<file path="src/rtl/mips_bus_arbiter.sv">
`default_nettype none
//==============================================================================
// Module   : mips_bus_arbiter
// Brief    : Shares one Avalon-MM master bus between the instruction-fetch port
//            and the load/store data port, one registered transfer at a time.
// Revision : 1.0 - initial release
//==============================================================================
module mips_bus_arbiter #(
  parameter int ROUND_ROBIN    = 1,
  parameter int TIMEOUT_CYCLES = 0
) (
  input  logic        clk,
  input  logic        reset,

  input  logic [31:0] i_address,
  input  logic        i_read,
  output logic        i_waitrequest,
  output logic [31:0] i_readdata,

  input  logic [31:0] d_address,
  input  logic        d_read,
  input  logic        d_write,
  input  logic [31:0] d_writedata,
  input  logic [3:0]  d_byteenable,
  output logic        d_waitrequest,
  output logic [31:0] d_readdata,

  output logic [31:0] address,
  output logic        read,
  output logic        write,
  output logic [31:0] writedata,
  output logic [3:0]  byteenable,
  input  logic        waitrequest,
  input  logic [31:0] readdata,
  output logic        bus_error
);

  localparam logic [2:0]  c_IDLE       = 3'd0;
  localparam logic [2:0]  c_BUSY_I     = 3'd1;
  localparam logic [2:0]  c_BUSY_D     = 3'd2;
  localparam logic [2:0]  c_DONE_I     = 3'd3;
  localparam logic [2:0]  c_DONE_D     = 3'd4;
  localparam logic        c_FIXED_PRIO = (ROUND_ROBIN == 0);
  localparam logic [31:0] c_ABORT_DATA = 32'hDEAD_BEEF;

  logic [2:0]  r_state;
  logic [2:0]  w_next_state;
  logic        r_last_grant_d;
  logic        w_d_req;
  logic        w_grant_d;
  logic        w_grant_i;
  logic        w_busy;
  logic        w_timeout;
  logic [31:0] r_stall_cnt;
  logic [31:0] r_address;
  logic        r_read;
  logic        r_write;
  logic [31:0] r_writedata;
  logic [3:0]  r_byteenable;
  logic [31:0] r_rdata;
  logic        r_bus_error;

  assign w_d_req   = d_read | d_write;
  // On a tie the data port wins unless round-robin says the fetch port is due.
  assign w_grant_d = w_d_req && (!i_read || c_FIXED_PRIO || !r_last_grant_d);
  assign w_grant_i = i_read && !w_grant_d;
  assign w_busy    = (r_state == c_BUSY_I) || (r_state == c_BUSY_D);

  generate
    if (TIMEOUT_CYCLES > 0) begin : g_watchdog
      localparam logic [31:0] c_TIMEOUT_LAST = 32'(TIMEOUT_CYCLES - 1);
      // Fires on the stall edge that would make the stall count reach the limit.
      assign w_timeout = waitrequest && (r_stall_cnt == c_TIMEOUT_LAST);
    end else begin : g_no_watchdog
      logic w_unused_cnt;
      assign w_unused_cnt = ^r_stall_cnt;
      assign w_timeout    = 1'b0;
    end
  endgenerate

  // State register
  always_ff @(posedge clk or negedge reset) begin
    if (!reset) begin
      r_state <= c_IDLE;
    end else begin
      r_state <= w_next_state;
    end
  end

  // Next-state logic
  always_comb begin
    w_next_state = r_state;
    case (r_state)
      c_IDLE: begin
        if (w_grant_d) begin
          w_next_state = c_BUSY_D;
        end else if (w_grant_i) begin
          w_next_state = c_BUSY_I;
        end
      end
      c_BUSY_I: begin
        if (!waitrequest || w_timeout) begin
          w_next_state = c_DONE_I;
        end
      end
      c_BUSY_D: begin
        if (!waitrequest || w_timeout) begin
          w_next_state = c_DONE_D;
        end
      end
      c_DONE_I: w_next_state = c_IDLE;
      c_DONE_D: w_next_state = c_IDLE;
      default:  w_next_state = c_IDLE;
    endcase
  end

  // Requester-side outputs
  always_comb begin
    i_waitrequest = i_read && (r_state != c_DONE_I);
    d_waitrequest = w_d_req && (r_state != c_DONE_D);
    i_readdata    = (r_state == c_DONE_I) ? r_rdata : 32'd0;
    d_readdata    = (r_state == c_DONE_D) ? r_rdata : 32'd0;
  end

  // Bus-side request registers, captured data, last grant, watchdog
  always_ff @(posedge clk or negedge reset) begin
    if (!reset) begin
      r_last_grant_d <= 1'b1;
      r_stall_cnt    <= 32'd0;
      r_address      <= 32'd0;
      r_read         <= 1'b0;
      r_write        <= 1'b0;
      r_writedata    <= 32'd0;
      r_byteenable   <= 4'd0;
      r_rdata        <= 32'd0;
      r_bus_error    <= 1'b0;
    end else begin
      if (r_state == c_IDLE) begin
        if (w_grant_d) begin
          r_address      <= d_address;
          r_read         <= d_read && !d_write;
          r_write        <= d_write;
          r_writedata    <= d_writedata;
          r_byteenable   <= d_byteenable;
          r_last_grant_d <= 1'b1;
          r_stall_cnt    <= 32'd0;
        end else if (w_grant_i) begin
          r_address      <= i_address;
          r_read         <= 1'b1;
          r_write        <= 1'b0;
          r_writedata    <= 32'd0;
          r_byteenable   <= 4'b1111;
          r_last_grant_d <= 1'b0;
          r_stall_cnt    <= 32'd0;
        end
      end else if (w_busy) begin
        if (!waitrequest) begin
          r_rdata <= readdata;
          r_read  <= 1'b0;
          r_write <= 1'b0;
        end else if (w_timeout) begin
          r_read      <= 1'b0;
          r_write     <= 1'b0;
          r_bus_error <= 1'b1;
          r_rdata     <= c_ABORT_DATA;
        end else begin
          r_stall_cnt <= r_stall_cnt + 32'd1;
        end
      end
    end
  end

  assign address    = r_address;
  assign read       = r_read;
  assign write      = r_write;
  assign writedata  = r_writedata;
  assign byteenable = r_byteenable;
  assign bus_error  = r_bus_error;

endmodule
`default_nettype wire

</file>
<file path="config.mk">
export PLATFORM = sky130hd
export DESIGN_NAME = mips_bus_arbiter
export DESIGN_NICKNAME = d
export VERILOG_FILES = /design/src/rtl/mips_bus_arbiter.sv
export SDC_FILE = /design/constraint.sdc
export NUM_CORES = 1
export LEC_CHECK = 0
export CAP_MARGIN = 10
export CORE_UTILIZATION = 39
export DETAILED_ROUTE_END_ITERATION = 12
export MAX_ROUTING_LAYER = met4
export PLACE_DENSITY = 0.85
export SLEW_MARGIN = 20
export SYNTH_ARGS = -nofsm -noshare
export SYNTH_HDL_FRONTEND = slang
export SYNTH_SLANG_ARGS = --single-unit
</file>
<file path="constraint.sdc">
create_clock -name clk -period 4.6 [get_ports clk]
set_clock_uncertainty 0.2 [all_clocks]
set_input_delay 0.46 -clock clk [delete_from_list [all_inputs] [get_ports clk]]
set_output_delay 0.46 -clock clk [all_outputs]
set_load 0.05 [all_outputs]
</file>
==> reports/qor.yml <==
yosys:
  yosysSeqAreaShare: 0.541
  yosys.area_share.simple: 0.103
  post-synth-top-area-cell: "dfrtp_1"
  synthArstFlopShare: 1.00
  synth_flop_cell: "dfrtp_1"
  synth_mux_area_frac: 0.164
  synth_area_leaders: "dfrtp_1 54%, mux2_4 9.2%, a21oi_1 7.0%, mux2i_1 6.5%, a22o_1 5.7%"
  synth_top_family_by_area: "multiplexers"
  synth.avg_cell_area_um2: 12.1
  synth_area_um2: 4900
  yosysUniqueCellTypes: 34
  synth-adder-area-share: 0
  synth.top_cell.area_share: 0.536
  synth_edf_count: 0
  synth-xor-area-share: 0.00179
  synth-compound-area-share: 0.143
  syn_inst: 405
  yosys_warnings: 0
  ys_ff_latch: 106
  synth_nets: 543
route:
  dr.pass1.iters: 4
  drt_wl_total_um: 14500
  via_per_inst: 5.04
  drt_iter0_drc: 184
  vias: 4194
  drc: 0
  routedWlPerCell_um: 17.4
  ant_nets: 0
floorplan:
  initial_core_util: 0.405
  die_w_um: 114
  rows: 40
  core_area_um2: 12100
  die-area_um2: 13000
  ios: 275
  die_y_um: 114
sta:
  finalHoldViolations: 0
  finalWorstSetupSlack_ps: 1120
  finalCriticalPeriod_ps: 3480
  finalMaxSlewViolations: 0
  rsz0062_at_grt: "no"
  slew_headroom: 0.257
  finalSetupViolations: 0
  setup_tns_ps: 0
  max_clock_freq_mhz: 288
  tightest_slew_ps: 1110
  fin_crit_sh: 0.756
placed_design:
  place_hpwl_um: 10700
  portBuffers: 273
  placed_area_um2: 7720
  post-place-ws_ps: 1510
  globalplace.congestion: 0.712
clocking:
  insertion_delay_ps: 330
  cts_tree: "done"
  clkTransAtPathRegs_ps: 70
  cts-resized-gates: 0
  clock-root-buffer: "clkbuf_16"
  cts_sinks: 106
  cts_buffer_depth: 2
  cts_buffers: 9
  htreeDepth: 3
hold_path:
  hold_path.class: "flip-flop to flip-flop"
worst_setup_path:
  required_ps: 3940
  cp_max_fo: 34
  critPathKind: "flip-flop to output port"
  cp-start-kind: "flip-flop"
  cp-end-kind: "output port"
  crit_arrival_ps: 2820
  r2r_setup_slack_ps: 1900
power_and_ir_drop:
  p_leak_nw: 3.53
  irDropWorstVdd_uv: 272
  total_power_w: 0.00608
  pwr_density_cell_nw_per_um2: 755
grt:
  antenna_found_initial: 0
  grt_pass1_vias: 4387
  grt_pass1_wl_um: 22500
  grt_max_degree: 60
  grt_usage: 0.230
  overflow: 0
final_layout:
  postLayoutCoreUtil: 0.664
  final_cell_mix: "272 x clkdlybuf4s50_1, 105 x dfrtp_1, 69 x a21oi_1"
  area_delta_synth_final_pct: 64.0
  final_layout_size_suffix_gt1_frac: 0.0979
  final_nets: 797
  num_antenna_cells: 0
  final_cell_area_um2: 8040
  final_common_cell: "clkdlybuf4s50_1"
flow_run:
  cap_violations: 0
status:
  status: "finished, final reports clean"
## repair_timing
item	in CTS	in global routing
buffers inserted	0	0
hold buffers	1	0
hold endpoints to repair	6	0
## flip-flops by register name, indices dropped and copies added, names as in the netlist
signal          cells
byteenable          4
r_state             3
writedata          32
address            32
read                1
r_rdata            32
write               1
r_last_grant_d      1
## kinds of logic after synthesis
group,Yosys count
AO/OA/AOI/OAI,110
flip-flops,106
AND/OR/NAND/NOR,82
multiplexers,65
buffers and inverters,40
XOR/XNOR,1
other,1
## Yosys cell counts, types with 3 or more instances
| cell type | number |
|---|---|
| mux2_4 | 30 |
| buf_2 | 13 |
| dfrtp_1 | 105 |
| and2_1 | 34 |
| clkbuf_1 | 16 |
| mux2i_1 | 32 |
| a21oi_1 | 69 |
| nor2_1 | 4 |
| buf_6 | 7 |
| buf_4 | 3 |
| o22a_1 | 3 |
| and3_1 | 32 |
| a22o_1 | 32 |
| mux2_2 | 3 |
## per-stage QoR
stage,hold WS [ps],cells
6_report,300,832
5_1_grt,315,832
4_1_cts,305,832
3_5_place_dp,282,815
3_3_place_gp,280,815
2_1_floorplan,-35.6,405
## worst max-delay path, stage by stage (launching register included)
cell and delay [ps]:
dfrtp_1 510, nor2_2 870, and3_1 290, clkdlybuf4s50_1 800
## worst paths after layout
kind / startpoint / end / cells after the start
max: r_state[0] / d_readdata[1] / 3
min reg2reg: writedata[8] / writedata[8] / 1
max in group asynchronous: reset / writedata[19] / 3
max reg2reg: r_state[2] / writedata[26] / 5
min in group asynchronous: reset / writedata[28] / 2
min: writedata[8] / writedata[8] / 1
## routing by layer
layer,global-route usage,part of all wire,vias up
li1,-,-,1964
met1,0.271,0.40,2019
met2,0.394,0.50,184
met3,0.0439,0.070,27
met4,0.0779,0.022,0
met5,-,0,-
## layout make-up
class                      count  area (um^2)
timing repair buffer         282         2800
tap                          168          210
clock inverter                 7         88.8
fill                         928         4070
inverter                       1         3.75
clock buffer                   9          225
multi-input combinational    259         2060
sequential                   106         2650
## where the power goes
part           switching, W  internal [W]
logic               0.00221       0.00139
registers          0.000309       0.00138
clock network      0.000354      0.000437
Note: power is estimated with default switching activity, not from simulation.
